File: config.mk
export PLATFORM = sky130hd
export DESIGN_NAME = serv_rf_seq
export DESIGN_NICKNAME = d
export VERILOG_FILES = /design/src/rtl/serv_rf_pkg.sv /design/src/rtl/serv_rf_shreg.sv /design/src/rtl/serv_rf_seq.sv
export SDC_FILE = /design/constraint.sdc
export NUM_CORES = 1
export LEC_CHECK = 0
export CAP_MARGIN = 30
export CORE_ASPECT_RATIO = 0.8
export CORE_MARGIN = 2
export CORE_UTILIZATION = 49
export DETAILED_ROUTE_END_ITERATION = 12
export PLACE_DENSITY = 0.81
export SLEW_MARGIN = 20
export SYNTH_ARGS = -nofsm -noshare
export SYNTH_HDL_FRONTEND = slang
export SYNTH_HIERARCHICAL = 1
export SYNTH_SLANG_ARGS = --single-unit
export TNS_END_PERCENT = 5
File: constraint.sdc
create_clock -name i_clk -period 2.4 [get_ports i_clk]
set_clock_uncertainty 0.1 [all_clocks]
set_input_delay 0.48 -clock i_clk [delete_from_list [all_inputs] [get_ports i_clk]]
set_output_delay 0.48 -clock i_clk [all_outputs]
set_load 0.03 [all_outputs]
File: src/rtl/serv_rf_pkg.sv
// serv_rf_pkg: shared types and helpers for the SERV register-file sequencer.
//   rf_state_e - sequencer FSM states
//   READY_LAT  - request-to-ready latency in cycles
//   RAW        - register index width (6 when RF_CSR_EN is defined, else 5)
//   w_legal()  - checks the RAM data width
//   rf_aw()    - RAM address width for a given index width and RAM data width
// Optional feature macro: RF_CSR_EN (adds CSR indices 32..35).
package serv_rf_pkg;

    localparam int READY_LAT = 3;

`ifdef RF_CSR_EN
    localparam int RAW = 6;
`else
    localparam int RAW = 5;
`endif

    typedef enum logic [2:0] {
        ST_IDLE,
        ST_PRE1,
        ST_PRE2,
        ST_PRE3,
        ST_RUN,
        ST_FLUSH
    } rf_state_e;

    function automatic bit w_legal(input int w);
        return (w == 2) || (w == 4) || (w == 8) || (w == 16) || (w == 32);
    endfunction

    function automatic int rf_aw(input int raw, input int w);
        return raw + $clog2(32 / w);
    endfunction

endpackage

File: src/rtl/serv_rf_shreg.sv
// serv_rf_shreg: W-bit word serialiser/deserialiser, shifting right (LSB first).
//   i_clr   - clear word and bit count
//   i_load  - parallel load of i_din (or zero when i_zero)
//   i_shift - shift one bit, i_sin enters at the MSB
//   o_sout  - current LSB
//   o_word  - current word contents
//   o_full  - this shift completes a W-bit word
module serv_rf_shreg #(
    parameter int W = 2
) (
    input  logic         i_clk,
    input  logic         i_rst_n,
    input  logic         i_clr,
    input  logic         i_load,
    input  logic         i_shift,
    input  logic         i_zero,
    input  logic [W-1:0] i_din,
    input  logic         i_sin,
    output logic         o_sout,
    output logic [W-1:0] o_word,
    output logic         o_full
);

    localparam int CW = $clog2(W);

    logic [W-1:0]  word_q, word_d;
    logic [CW-1:0] cnt_q, cnt_d;

    always_comb begin
        word_d = word_q;
        cnt_d  = cnt_q;
        o_full = 1'b0;
        if (i_clr) begin
            word_d = '0;
            cnt_d  = '0;
        end else if (i_load) begin
            word_d = i_zero ? '0 : i_din;
            cnt_d  = '0;
        end else if (i_shift) begin
            word_d = {i_sin, word_q[W-1:1]};
            cnt_d  = cnt_q + CW'(1);
            o_full = (cnt_q == CW'(W - 1));
        end
    end

    always_ff @(posedge i_clk or negedge i_rst_n) begin
        if (!i_rst_n) begin
            word_q <= '0;
            cnt_q  <= '0;
        end else begin
            word_q <= word_d;
            cnt_q  <= cnt_d;
        end
    end

    assign o_sout = word_q[0];
    assign o_word = word_q;

endmodule

File: src/rtl/serv_rf_seq.sv
// serv_rf_seq: bit-serial register-file sequencer between the SERV core and a
// W-bit 1R1W synchronous RAM (read data valid one cycle after o_raddr).
//   i_rreq/i_wreq - request strobes, sampled only in IDLE
//   o_ready       - one-cycle pulse three cycles after the request
//   i_rs1/rs2/rd_addr, i_wen, i_wdata - core side, stable through the window
//   o_rs1/o_rs2   - serial read data, bit k in the k-th RUN cycle
//   o_raddr/i_rdata, o_waddr/o_wdata/o_wen - RAM side
// Optional feature macro: RF_CSR_EN (widens register index to 6 bits).
//
// state | meaning
// IDLE  | waiting for a request
// PRE1  | read rs1 word 0
// PRE2  | read rs2 word 0, capture rs1 word 0
// PRE3  | o_ready, load word 0 into both serialisers
// RUN   | 32 bit cycles, prefetch next words, collect rd bits
// FLUSH | last rd word written
module serv_rf_seq
    import serv_rf_pkg::*;
#(
    parameter  int W   = 2,
    localparam int WPR = 32 / W,
    localparam int AW  = rf_aw(RAW, W)
) (
    input  logic           i_clk,
    input  logic           i_rst_n,
    input  logic           i_rreq,
    input  logic           i_wreq,
    output logic           o_ready,
    input  logic [RAW-1:0] i_rs1_addr,
    input  logic [RAW-1:0] i_rs2_addr,
    input  logic [RAW-1:0] i_rd_addr,
    input  logic           i_wen,
    input  logic           i_wdata,
    output logic           o_rs1,
    output logic           o_rs2,
    output logic [AW-1:0]  o_raddr,
    input  logic [W-1:0]   i_rdata,
    output logic [AW-1:0]  o_waddr,
    output logic [W-1:0]   o_wdata,
    output logic           o_wen
);

    if (!w_legal(W)) begin : g_bad_w
        $error("serv_rf_seq: W must be 2, 4, 8, 16 or 32");
    end

    localparam int         LW       = $clog2(W);
    localparam logic [5:0] PH_MASK  = 6'(W - 1);
    localparam logic [5:0] WPR6     = 6'(WPR);
    localparam logic [5:0] LAST_CYC = 6'(READY_LAT + 31);

    rf_state_e      state_q, state_d;
    logic [5:0]     cyc_q, cyc_d;
    logic [W-1:0]   hold_q, hold_d;
    logic           wen_q, wen_d;
    logic [AW-1:0]  waddr_q, waddr_d;

    logic           busy, hold_en, rs_load, rs_shift, rd_shift, clr;
    logic [5:0]     ph, rword, lcyc, lword, kcyc;
    logic           rs1_sout, rs2_sout, rd_sout, rs1_full, rs2_full, rd_full;
    logic [W-1:0]   rs1_word, rs2_word, rd_word;

    function automatic logic [AW-1:0] ram_addr(input logic [RAW-1:0] idx, input logic [5:0] word);
        return AW'(idx) * AW'(WPR) + AW'(word);
    endfunction

    // cyc counts from 0 in PRE1. Word n of rs1 is read at cyc n*W, rs2 at n*W+1,
    // and both are loaded at cyc n*W+2: rs1 via the hold register, rs2 straight
    // from the RAM. This keeps the next word ready at every word boundary.
    assign busy  = (state_q != ST_IDLE) && (state_q != ST_FLUSH);
    assign ph    = cyc_q & PH_MASK;
    assign rword = cyc_q >> LW;
    assign lcyc  = cyc_q - 6'd2;
    assign lword = lcyc >> LW;
    assign kcyc  = cyc_q - 6'(READY_LAT);
    assign clr   = (state_q == ST_IDLE);

    always_comb begin
        state_d = state_q;
        cyc_d   = cyc_q + 6'd1;
        case (state_q)
            ST_IDLE: begin
                cyc_d = '0;
                if (i_rreq || i_wreq) state_d = ST_PRE1;
            end
            ST_PRE1:  state_d = ST_PRE2;
            ST_PRE2:  state_d = ST_PRE3;
            ST_PRE3:  state_d = ST_RUN;
            ST_RUN:   if (cyc_q == LAST_CYC) state_d = ST_FLUSH;
            ST_FLUSH: state_d = ST_IDLE;
            default:  state_d = ST_IDLE;
        endcase

        o_raddr = '0;
        if (busy && (rword < WPR6)) begin
            if (ph == 6'd0)      o_raddr = ram_addr(i_rs1_addr, rword);
            else if (ph == 6'd1) o_raddr = ram_addr(i_rs2_addr, rword);
        end

        hold_en  = ((state_q == ST_PRE2) || (state_q == ST_RUN)) && (ph == 6'd1);
        hold_d   = hold_en ? i_rdata : hold_q;
        rs_load  = ((state_q == ST_PRE3) || (state_q == ST_RUN))
                   && ((lcyc & PH_MASK) == 6'd0) && (lword < WPR6);
        rs_shift = (state_q == ST_RUN) && !rs_load;
        rd_shift = (state_q == ST_RUN);

        wen_d   = rd_full && i_wen && (i_rd_addr != '0);
        waddr_d = rd_full ? ram_addr(i_rd_addr, kcyc >> LW) : waddr_q;
    end

    always_ff @(posedge i_clk or negedge i_rst_n) begin
        if (!i_rst_n) begin
            state_q <= ST_IDLE;
            cyc_q   <= '0;
            hold_q  <= '0;
            wen_q   <= 1'b0;
            waddr_q <= '0;
        end else begin
            state_q <= state_d;
            cyc_q   <= cyc_d;
            hold_q  <= hold_d;
            wen_q   <= wen_d;
            waddr_q <= waddr_d;
        end
    end

    serv_rf_shreg #(.W(W)) u_rs1 (
        .i_clk(i_clk), .i_rst_n(i_rst_n), .i_clr(clr), .i_load(rs_load),
        .i_shift(rs_shift), .i_zero(i_rs1_addr == '0), .i_din(hold_q), .i_sin(1'b0),
        .o_sout(rs1_sout), .o_word(rs1_word), .o_full(rs1_full)
    );

    serv_rf_shreg #(.W(W)) u_rs2 (
        .i_clk(i_clk), .i_rst_n(i_rst_n), .i_clr(clr), .i_load(rs_load),
        .i_shift(rs_shift), .i_zero(i_rs2_addr == '0), .i_din(i_rdata), .i_sin(1'b0),
        .o_sout(rs2_sout), .o_word(rs2_word), .o_full(rs2_full)
    );

    // The rd word stays put for the cycle after it fills, which is exactly
    // when o_wen is high, so it drives o_wdata directly.
    serv_rf_shreg #(.W(W)) u_rd (
        .i_clk(i_clk), .i_rst_n(i_rst_n), .i_clr(clr), .i_load(1'b0),
        .i_shift(rd_shift), .i_zero(1'b0), .i_din('0), .i_sin(i_wdata),
        .o_sout(rd_sout), .o_word(rd_word), .o_full(rd_full)
    );

    logic unused_shreg;
    assign unused_shreg = ^{rs1_word, rs2_word, rs1_full, rs2_full, rd_sout};

    assign o_ready = (state_q == ST_PRE3);
    assign o_rs1   = rs1_sout;
    assign o_rs2   = rs2_sout;
    assign o_wen   = wen_q;
    assign o_waddr = waddr_q;
    assign o_wdata = rd_word;

endmodule

==> run_results.csv <==
group,metric,value,unit
setup_path,crit_type,"reg -> out",
die,start_util,0.5292,
route,drtIter0Drc,47,
die,rows,18,
logic_synthesis,synthCells,166,
die,dieHeight,56.38,um
clock_tree,numCtsBuffers,3,
cells_and_area,diodes,0,
sta,min_period_over_period,1.025,
cells_and_area,areaGrowthSynthToFinish,37.90,%
logic_synthesis,syn_area,0.001680,mm^2
clock_tree,clk_pin_slew,0.09,ns
setup_path,cp-start-kind,"register",
route,vias,1409,
placed_design,dp_cells,262,
sta,tns,-0.06455,ns
power,power.leakage,1.021,nW
clock_tree,clk_path_buf_depth,2,
power,ir_drop,626.7,uV
flow_run,cap_violations,0,
setup_path,worstPathRequired,1.82,ns
grt,grt_start_max_net_pins,29,
die,core-area,0.003176,mm^2
route,drt-pass1-iter-count,4,
clock_tree,cts_max_level,1,
outcome,status,"complete, but fails checks",
cells_and_area,fin_nets,258,
sta,setup_violations,2,
clock_tree,clkLatencyLatePin,0.27,ns
placed_design,routabilityCongestion,0.8373,
grt,grt_use_total,0.2102,
cells_and_area,drive_above_1_share,0.1630,
setup_path,arrival,1.88,ns
grt,grt_pass1_vias,1526,
logic_synthesis,synth_warnings,6,
route,drc_errors,0,
sta,post-route-min-period,2.459,ns
route,drt-total-wl,3863,um
sta,hold_violations,0,
placed_design,portBuffers,46,
power,p_per_area,1102,mW/mm^2
cells_and_area,fillers,237,
setup_path,cp-end-kind,"output port",
setup_path,worstPathMaxFanout,3,
grt,gr-total-overflow,0,
route,ant_nets,0,
die,die_area,0.003917,mm^2
clock_tree,root_buffer,"clkbuf_8",
worst_hold_path,hp-class,"reg -> reg",
grt,grt_pass1_wl,6775,um
route,routedWlPerCell,14.47,um
sta,rsz0062_at_grt,"true",
die,fp.dieW,69.47,um
cells_and_area,post-route-util,0.7297,
outcome,violations,"negative setup slack",
placed_design,dp_hpwl,2948,um
clock_tree,hold_buffers,0,
logic_synthesis,syn_avg_cell_area,10.12,um^2
placed_design,place_ws,-0.3543,ns
clock_tree,cts_tree,"done",
route,vias_per_cell,5.277,
cells_and_area,fin_cells,267,
sta,fmax,0.4067,GHz
clock_tree,cts_sinks,28,
cells_and_area,seqCellArea,700.7,um^2
cells_and_area,multiInputGateArea,980.9,um^2
sta,drv_slew,0,
die,ios,47,
grt,antenna_found_initial,0,
sta,layout_setup_ws,-0.05892,ns
power,p_total,2.553,mW
-- report_power, final --
part	internal (mW)	total (mW)	switching, mW
clock	0.113	0.248	0.135
combinational	0.683	1.55	0.866
sequential	0.623	0.756	0.133
-- timing repair --
item / 4_1_cts / 5_1_grt
setup buffers: 1 / 1
pin swaps: 1 / 1
gates resized for setup: 14 / 1
setup endpoints to repair: 8 / 3
-- registers in the layout (all words and copies together) (netlist names) --
name / cells
hold_q: 2
u_rd/o_word: 2
u_rs1/o_word: 2
cyc_q: 6
state_q: 3
o_waddr: 9
o_wen: 1
u_rs2/o_word: 2
u_rd/cnt_q: 1
-- final timing paths --
path | start | end | slack, ns | cells past startpoint
setup / recovery | cyc_q[0]$_DFF_PN0_ | o_raddr[8] | -0.06 | 7
hold / removal | o_waddr[5]$_DFFE_PN0P_ | o_waddr[5]$_DFFE_PN0P_ | 0.42 | 1
setup reg to reg | cyc_q[3]$_DFF_PN0_ | u_rs2/o_word[1]$_DFFE_PN0P_ | 0.35 | 6
hold reg to reg | o_waddr[5]$_DFFE_PN0P_ | o_waddr[5]$_DFFE_PN0P_ | 0.42 | 1
max in group asynchronous | i_rst_n | cyc_q[2]$_DFF_PN0_ | 1.45 | 2
min in group asynchronous | i_rst_n | o_wen$_DFF_PN0_ | 0.47 | 2
-- worst max-delay path, cell delays in order, from the launching register on --
cell and delay [ns]:
dfrtp_1 0.42, mux2_4 0.33, ha_4 0.17, ha_4 0.17
nand4b_1 0.11, and3_4 0.20, nor3_2 0.04, buf_4 0.18
-- cell type report --
type                       count  area share
multi-input combinational    136      0.4233
sequential                    28      0.3024
timing repair buffer          57      0.2300
tap                           40     0.02160
clock buffer                   3     0.01782
inverter                       3    0.004860
-- per-layer routing --
layer | part of all wire | vias to the layer above | global-route usage
li1 | - | 698 | -
met5 | 0 | - | 0
met1 | 0.45 | 670 | 0.2639
met2 | 0.50 | 34 | 0.3736
met4 | 0.012 | 0 | 0.04762
met3 | 0.034 | 7 | 0.04309
-- through the flow --
| step | instance area [um^2] | hold slack [ns] |
|---|---|---|
| after global routing | 2317 | 0.4353 |
| after floorplan | 1732 | 0.08441 |
| final | 2317 | 0.4152 |
| after CTS | 2305 | 0.4181 |
| after detailed placement | 2233 | 0.3984 |
| after global placement | 2233 | 0.3912 |
-- placed cells by master, fill, tap and decap left out, drive strengths merged, types with 2 or more instances in the layout --
cell type and n:
a21oi 9, a211oi 13, conb 12, nor2b 6, xor2 7, and3 2, mux2 7, and2 6
nor3 9, or3 2, or4 2, nand3 5, dfrtp 28, nand4 2, buf 16, clkbuf 3
clkdlybuf4s50 33, inv 3, nor4 2, mux2i 4, nor2 15, nand4b 3, xnor2 8, dlygate4sd2 8
nand2b 6, nand2 3, ha 6
Note: power is estimated with default switching activity, not from simulation.
